[src/rtl/lsu_ctrl_pkg.sv]
// lsu_ctrl_pkg: shared types for the load/store unit controller.
// Holds func3 width codes, FSM state encoding, byte-enable patterns, lane helpers.
package lsu_ctrl_pkg;

    localparam logic [2:0] F3_B  = 3'b000;
    localparam logic [2:0] F3_H  = 3'b001;
    localparam logic [2:0] F3_W  = 3'b010;
    localparam logic [2:0] F3_BU = 3'b100;
    localparam logic [2:0] F3_HU = 3'b101;

    localparam logic [3:0] BE_NONE = 4'b0000;
    localparam logic [3:0] BE_B    = 4'b0001;
    localparam logic [3:0] BE_H    = 4'b0011;
    localparam logic [3:0] BE_W    = 4'b1111;

    typedef enum logic [1:0] {
        ST_IDLE   = 2'd0,
        ST_ACCESS = 2'd1,
        ST_RESP   = 2'd2
    } state_t;

    typedef enum logic [1:0] {
        SZ_B = 2'd0,
        SZ_H = 2'd1,
        SZ_W = 2'd2
    } size_t;

    // Unknown func3 codes behave as a full word.
    function automatic size_t f3_size(input logic [2:0] f3);
        unique case (f3)
            F3_B, F3_BU: return SZ_B;
            F3_H, F3_HU: return SZ_H;
            default:     return SZ_W;
        endcase
    endfunction

    // Byte lane used by the access; low bits are dropped to force natural alignment.
    function automatic logic [1:0] lane_off(input logic [2:0] f3, input logic [1:0] a);
        unique case (f3_size(f3))
            SZ_B:    return a;
            SZ_H:    return {a[1], 1'b0};
            default: return 2'b00;
        endcase
    endfunction

    function automatic logic misaligned(input logic [2:0] f3, input logic [1:0] a);
        unique case (f3_size(f3))
            SZ_B:    return 1'b0;
            SZ_H:    return a[0];
            default: return |a;
        endcase
    endfunction

endpackage

[src/rtl/lsu_ctrl_if.sv]
// lsu_ctrl_if: CPU-side request/response and memory-side bus of the LSU.
// master = LSU controller, slave = surrounding CPU + memory environment.
interface lsu_ctrl_if;
    logic        cpu_read;
    logic        cpu_write;
    logic [2:0]  func3;
    logic [31:0] addr;
    logic [31:0] wdata;
    logic [31:0] rdata;
    logic        busywait;
    logic        mem_read;
    logic        mem_write;
    logic [31:0] mem_addr;
    logic [31:0] mem_wdata;
    logic [3:0]  mem_byteen;
    logic [31:0] mem_rdata;
    logic        mem_busywait;
    logic        misalign_err;

    modport master (
        input  cpu_read, cpu_write, func3, addr, wdata,
        input  mem_rdata, mem_busywait,
        output rdata, busywait, misalign_err,
        output mem_read, mem_write, mem_addr, mem_wdata, mem_byteen
    );

    modport slave (
        output cpu_read, cpu_write, func3, addr, wdata,
        output mem_rdata, mem_busywait,
        input  rdata, busywait, misalign_err,
        input  mem_read, mem_write, mem_addr, mem_wdata, mem_byteen
    );
endinterface

[src/rtl/lsu_align.sv]
// lsu_align: shifts the addressed lane of a memory word down and sign/zero extends it.
// Ports: word (memory word), off (byte offset), func3 (width code) -> data (extended).
module lsu_align
    import lsu_ctrl_pkg::*;
(
    input  logic [31:0] word,
    input  logic [1:0]  off,
    input  logic [2:0]  func3,
    output logic [31:0] data
);

    logic [15:0] lane;

    assign lane = 16'(word >> {off, 3'b000});

    always_comb begin
        data = word;
        unique case (func3)
            F3_B:    data = {{24{lane[7]}}, lane[7:0]};
            F3_BU:   data = {24'd0, lane[7:0]};
            F3_H:    data = {{16{lane[15]}}, lane};
            F3_HU:   data = {16'd0, lane};
            default: data = word;
        endcase
    end

endmodule

[src/rtl/lsu_ctrl.sv]
// lsu_ctrl: load/store controller, IDLE->ACCESS->RESP FSM between CPU and word memory.
// Ports: clk, reset (sync, active-high), bus (lsu_ctrl_if.master). Option: MISALIGN_CHECK_EN.
module lsu_ctrl
    import lsu_ctrl_pkg::*;
(
    input  logic        clk,
    input  logic        reset,
    lsu_ctrl_if.master  bus
);

    state_t      state, state_nx;
    logic [31:0] addr_q;
    logic [2:0]  func3_q;
    logic [31:0] wdata_q;
    logic        store_q;
    logic        mis_q;
    logic [31:0] rdata_q;

    logic        req;
    logic        mis_now;
    logic [1:0]  off;
    logic [31:0] aligned;
    logic        busy;
    logic        rd_en;
    logic        wr_en;
    logic [3:0]  be;
    logic [31:0] wd;
    size_t       sz;

    assign req = bus.cpu_read | bus.cpu_write;
    assign off = lane_off(func3_q, addr_q[1:0]);
    assign sz  = f3_size(func3_q);

`ifdef MISALIGN_CHECK_EN
    assign mis_now          = misaligned(bus.func3, bus.addr[1:0]);
    assign bus.misalign_err = (state == ST_RESP) && mis_q;
`else
    assign mis_now          = 1'b0;
    assign bus.misalign_err = 1'b0;
`endif

    lsu_align u_align (
        .word  (bus.mem_rdata),
        .off   (off),
        .func3 (func3_q),
        .data  (aligned)
    );

    always_ff @(posedge clk) begin
        if (reset) begin
            state   <= ST_IDLE;
            addr_q  <= '0;
            func3_q <= '0;
            wdata_q <= '0;
            store_q <= 1'b0;
            mis_q   <= 1'b0;
            rdata_q <= '0;
        end else begin
            state <= state_nx;
            if (state == ST_IDLE && req) begin
                addr_q  <= bus.addr;
                func3_q <= bus.func3;
                wdata_q <= bus.wdata;
                // a simultaneous read is dropped in favour of the store
                store_q <= bus.cpu_write;
                mis_q   <= mis_now;
            end
            if (state == ST_ACCESS && state_nx == ST_RESP && !store_q) begin
                rdata_q <= mis_q ? '0 : aligned;
            end
        end
    end

    always_comb begin
        state_nx = state;
        busy     = 1'b0;
        rd_en    = 1'b0;
        wr_en    = 1'b0;
        unique case (state)
            ST_IDLE: begin
                if (req) begin
                    busy     = 1'b1;
                    state_nx = ST_ACCESS;
                end
            end
            ST_ACCESS: begin
                busy  = 1'b1;
                rd_en = !store_q && !mis_q;
                wr_en = store_q && !mis_q;
                // misaligned accesses never touch memory
                if (mis_q || !bus.mem_busywait) begin
                    state_nx = ST_RESP;
                end
            end
            ST_RESP: state_nx = ST_IDLE;
            default: state_nx = ST_IDLE;
        endcase
    end

    always_comb begin
        be = BE_W;
        wd = wdata_q;
        unique case (1'b1)
            sz == SZ_B: begin
                be = BE_B << off;
                wd = {4{wdata_q[7:0]}};
            end
            sz == SZ_H: begin
                be = BE_H << off;
                wd = {2{wdata_q[15:0]}};
            end
            default: ;
        endcase
    end

    assign bus.busywait   = busy;
    assign bus.mem_read   = rd_en;
    assign bus.mem_write  = wr_en;
    assign bus.mem_addr   = {addr_q[31:2], 2'b00};
    assign bus.mem_wdata  = wd;
    assign bus.mem_byteen = wr_en ? be : BE_NONE;
    assign bus.rdata      = rdata_q;

endmodule
[src/flat_wrapper.sv]
// flat-port wrapper written by rule: the top's interface ports become plain ports
module lsu_ctrl_flat import lsu_ctrl_pkg::*;
  (clk, reset, bus_cpu_read, bus_cpu_write, bus_func3, bus_addr, bus_wdata, bus_mem_rdata, bus_mem_busywait, bus_rdata, bus_busywait, bus_misalign_err, bus_mem_read, bus_mem_write, bus_mem_addr, bus_mem_wdata, bus_mem_byteen);
  lsu_ctrl_if bus_i ();
  input  logic clk;
  input  logic reset;
  input wire logic [$bits(bus_i.cpu_read)-1:0] bus_cpu_read;
  input wire logic [$bits(bus_i.cpu_write)-1:0] bus_cpu_write;
  input wire logic [$bits(bus_i.func3)-1:0] bus_func3;
  input wire logic [$bits(bus_i.addr)-1:0] bus_addr;
  input wire logic [$bits(bus_i.wdata)-1:0] bus_wdata;
  input wire logic [$bits(bus_i.mem_rdata)-1:0] bus_mem_rdata;
  input wire logic [$bits(bus_i.mem_busywait)-1:0] bus_mem_busywait;
  output wire logic [$bits(bus_i.rdata)-1:0] bus_rdata;
  output wire logic [$bits(bus_i.busywait)-1:0] bus_busywait;
  output wire logic [$bits(bus_i.misalign_err)-1:0] bus_misalign_err;
  output wire logic [$bits(bus_i.mem_read)-1:0] bus_mem_read;
  output wire logic [$bits(bus_i.mem_write)-1:0] bus_mem_write;
  output wire logic [$bits(bus_i.mem_addr)-1:0] bus_mem_addr;
  output wire logic [$bits(bus_i.mem_wdata)-1:0] bus_mem_wdata;
  output wire logic [$bits(bus_i.mem_byteen)-1:0] bus_mem_byteen;
  assign bus_i.cpu_read = bus_cpu_read;
  assign bus_i.cpu_write = bus_cpu_write;
  assign bus_i.func3 = bus_func3;
  assign bus_i.addr = bus_addr;
  assign bus_i.wdata = bus_wdata;
  assign bus_i.mem_rdata = bus_mem_rdata;
  assign bus_i.mem_busywait = bus_mem_busywait;
  assign bus_rdata = bus_i.rdata;
  assign bus_busywait = bus_i.busywait;
  assign bus_misalign_err = bus_i.misalign_err;
  assign bus_mem_read = bus_i.mem_read;
  assign bus_mem_write = bus_i.mem_write;
  assign bus_mem_addr = bus_i.mem_addr;
  assign bus_mem_wdata = bus_i.mem_wdata;
  assign bus_mem_byteen = bus_i.mem_byteen;
  lsu_ctrl u_core (.clk(clk), .reset(reset), .bus(bus_i));
endmodule
[config.mk]
export PLATFORM = sky130hd
export DESIGN_NAME = lsu_ctrl_flat
export DESIGN_NICKNAME = d
export VERILOG_FILES = /design/src/rtl/lsu_ctrl_pkg.sv /design/src/rtl/lsu_ctrl_if.sv /design/src/rtl/lsu_align.sv /design/src/rtl/lsu_ctrl.sv /design/src/flat_wrapper.sv
export SDC_FILE = /design/constraint.sdc
export NUM_CORES = 1
export LEC_CHECK = 0
export BUFFER_PORTS_ARGS = -buffer_cell sky130_fd_sc_hd__buf_2
export CAP_MARGIN = 5
export CORE_MARGIN = 8
export CORE_UTILIZATION = 48
export DETAILED_ROUTE_END_ITERATION = 8
export HOLD_SLACK_MARGIN = 0.08
export PLACE_DENSITY = 0.82
export RECOVER_POWER = 100
export SETUP_SLACK_MARGIN = 0.1
export SKIP_CTS_REPAIR_TIMING = 1
export SLEW_MARGIN = 20
export SYNTH_ARGS = -nofsm -noshare
export SYNTH_HDL_FRONTEND = slang
export SYNTH_SLANG_ARGS = --single-unit
[constraint.sdc]
create_clock -name clk -period 1.85 [get_ports clk]
set_input_delay 0.185 -clock clk [delete_from_list [all_inputs] [get_ports clk]]
set_output_delay 0.185 -clock clk [all_outputs]
set_load 0.05 [all_outputs]
==> metrics.csv <==
stage,metric,value,unit
outcome,outcome,completed,
logic_synthesis,avgSynthCellArea,8.012,um2
cts,cts_max_path_buffers,2,
logic_synthesis,synth_top_area_share,40.97,%
final_layout,drive_gt1_share,26.15,%
global_routing,overflow,0,
global_routing,grt_max_degree,53,
logic_synthesis,synth_top_family_by_area,compound AO/OA/AOI/OAI gates,
cts,cts_tree,yes,
logic_synthesis,yosysWarnings,0,
logic_synthesis,synth-edff-count,0,
logic_synthesis,synthCells,622,
timing,fin_hold_ws,72.47,ps
logic_synthesis,synth.ff_latch_count,102,
power_and_ir_drop,ir_drop,0.5686,mV
critical_path,required,1660,ps
critical_path,rrSetupSlack,160,ps
critical_path,cp_max_fo,8,
timing,setup_viol_count_final,0,
cts,clock_latency,370,ps
cts,clock_sinks,102,
placed_design,port_buffers,204,
logic_synthesis,yosys.area.top_type,dfxtp_1,
power_and_ir_drop,p_per_area,859.1,nW/um2
power_and_ir_drop,switching_share,39.37,%
power_and_ir_drop,p_int,3.580,mW
cts,cts_root_buf,clkbuf_8,
routing,vias,5374,
timing,skew,13.38,ps
routing,drtPass1Iterations,5,
power_and_ir_drop,clock_power_share,23.0,%
routing,ant_nets,0,
placed_design,gp_congestion,0.8958,
placed_design,hpwl,11250,um
routing,wl,18020,um
critical_path,critical_path_class,reg -> out,
placed_design,place_inst,895,
timing,fmax,568.1,MHz
floorplan,die_y,117.9,um
routing,drcViolationCount,0,
critical_path,cp-end-kind,output port,
routing,first_iter_violations,451,
timing,hold_viol_final,0,
cts,cts_made_buffers,9,
critical_path,cp_cell_sequence,buf_6 -> buf_12 -> mux2_2 -> buf_4,
critical_path,crit_arrival,1580,ps
floorplan,ioPinCount,208,
logic_synthesis,synth_compound_area_share,21.04,%
floorplan,fp.dieW,117.9,um
timing,period_share,95.15,%
global_routing,antenna_found_initial,1,
critical_path,crit_slowest_cell,dfxtp_4,
logic_synthesis,syn_area,4984,um2
critical_path,cpLargestDelayFamily,buffers and inverters,
worst_hold_path,hp-class,in -> reg,
logic_synthesis,synth_ff_type,dfxtp_1,
critical_path,crit_cells,4,
floorplan,dieArea,13900,um2
logic_synthesis,synthArstFlopShare,0,%
timing,setup_tns,0,ps
logic_synthesis,synth_cell_type_count,49,
floorplan,start_util,48.93,%
cts,cts-htree-levels,3,
job,cap_viol_max_count,0,
logic_synthesis,ys_seq_area_share,40.97,%
worst_hold_path,hold_path_depth,3,
global_routing,grt_usage,20.84,%
logic_synthesis,netlist_top_cells_count,"nand2_1, dfxtp_1, a21oi_1",
power_and_ir_drop,power_frac_comb,34.7,%
final_layout,seq_area,2052,um2
logic_synthesis,synth_most_common_cell,nand2_1,
power_and_ir_drop,p_sw,2.325,mW
critical_path,worst-path-buf-inv,3,
final_layout,post-route-util,67.49,%
critical_path,cp_slowest_stage_delay,400,ps
timing,slew_viol_final,0,
final_layout,multiInputGateArea,2466,um2
final_layout,antenna_cells,0,
power_and_ir_drop,pwr-share-seq,42.3,%
timing,finalCriticalPeriod,1760,ps
timing,tightest_slew,703.4,ps
logic_synthesis,synth_simple_gate_area_share,19.98,%
final_layout,layout.cells.non_filler,985,
cts,clkTransAtPathRegs,100,ps
logic_synthesis,yosys-top-cells-area,"dfxtp_1, nand2_1, a21oi_1",
global_routing,grt_pass1_wl,23950,um
final_layout,fillers,846,
floorplan,core,10180,um2
logic_synthesis,muxShareOfSynthArea,6.352,%
timing,worst_slew_margin_rel,52.93,%
global_routing,grt_pass1_vias,4673,
final_layout,area_growth,37.94,%
logic_synthesis,synthAdderAreaFrac,0,%
routing,routedWlPerCell,18.29,um
critical_path,start_kind,flip-flop,
critical_path,reg2reg_depth,5,
logic_synthesis,synth_xor_area_share,0,%
final_layout,layout.nets,948,
timing,grt_setup_unrepaired,yes,
floorplan,rows,37,
routing,vias_per_cell,5.456,
power_and_ir_drop,p_leak,2.894,nW
## tightest hold or removal path: stages
cell     delay [ps]
buf_2           100
nand2_1          60
a21oi_1          50
## per-stage QoR
step | power (mW) | instance area [um2] | setup slack [ps]
2_1_floorplan | 3.944 | 5005 | -231.5
3_3_place_gp | 4.353 | 5896 | 175.9
3_5_place_dp | 4.375 | 5896 | 86.55
4_1_cts | 5.696 | 6080 | -317.2
5_1_grt | 6.148 | 6874 | 18.87
6_report | 5.906 | 6874 | 89.67
## metal layers
metal  up-vias  global-route usage [%]  routed length [um]  share of wire [%]
met3        41                   7.290                1772                9.8
met2       332                   35.37                9036                 50
met4         2                   6.886                 378                2.1
li1       2512                       -                   -                  -
met5         -                       0                  10              0.055
met1      2487                   23.91                6823                 38
## flip-flops by register name (all words and copies together), names as in the netlist
name              flops
u_core.addr_q        32
u_core.bus.rdata     32
u_core.wdata_q       32
u_core.func3_q        3
u_core.state          2
u_core.store_q        1
## cell families (layout without fill, tap and decap cells)
family	after synthesis	in the layout
other	1	3
AOI/OAI and AO/OA	163	163
buffers and inverters	95	319
muxes	29	29
and+or+nand+nor	232	233
DFF	102	102
## final cells by class
type | instances | share of cell area [%]
inverter | 5 | 0.2730
multi-input combinational | 428 | 35.88
timing repair buffer | 298 | 28.85
clock inverter | 5 | 0.6189
sequential | 102 | 29.85
tap | 136 | 2.475
clock buffer | 11 | 2.057
## power groups by stage
stage | sequential, mW | combinational (mW) | clock (mW)
floorplan | 2.68 | 1.27 | 0
global placement | 2.53 | 1.82 | 0
detailed placement | 2.54 | 1.84 | 0
CTS | 2.49 | 1.84 | 1.37
global route | 2.52 | 2.17 | 1.46
finish | 2.50 | 2.05 | 1.36
## placed cells by master (no fill, tap or decap), drive strengths merged, types with 16 or more instances in the layout
master	count
nand2	176
o21bai	16
a21oi	78
nor2	24
dlygate4sd3	65
dfxtp	102
mux2	21
buf	144
clkbuf	100
a31oi	19
## worst paths after layout
kind,from,to
setup / recovery,u_core.func3_q[1]$_SDFFE_PP0P_,bus_mem_wdata[22]
hold / removal,bus_addr[1],u_core.addr_q[1]$_SDFFE_PP0P_
setup reg to reg,u_core.func3_q[1]$_SDFFE_PP0P_,u_core.bus.rdata[14]$_SDFFE_PP0P_
hold reg to reg,u_core.wdata_q[30]$_SDFFE_PP0P_,u_core.wdata_q[30]$_SDFFE_PP0P_
(Power assumes the default switching activity.)
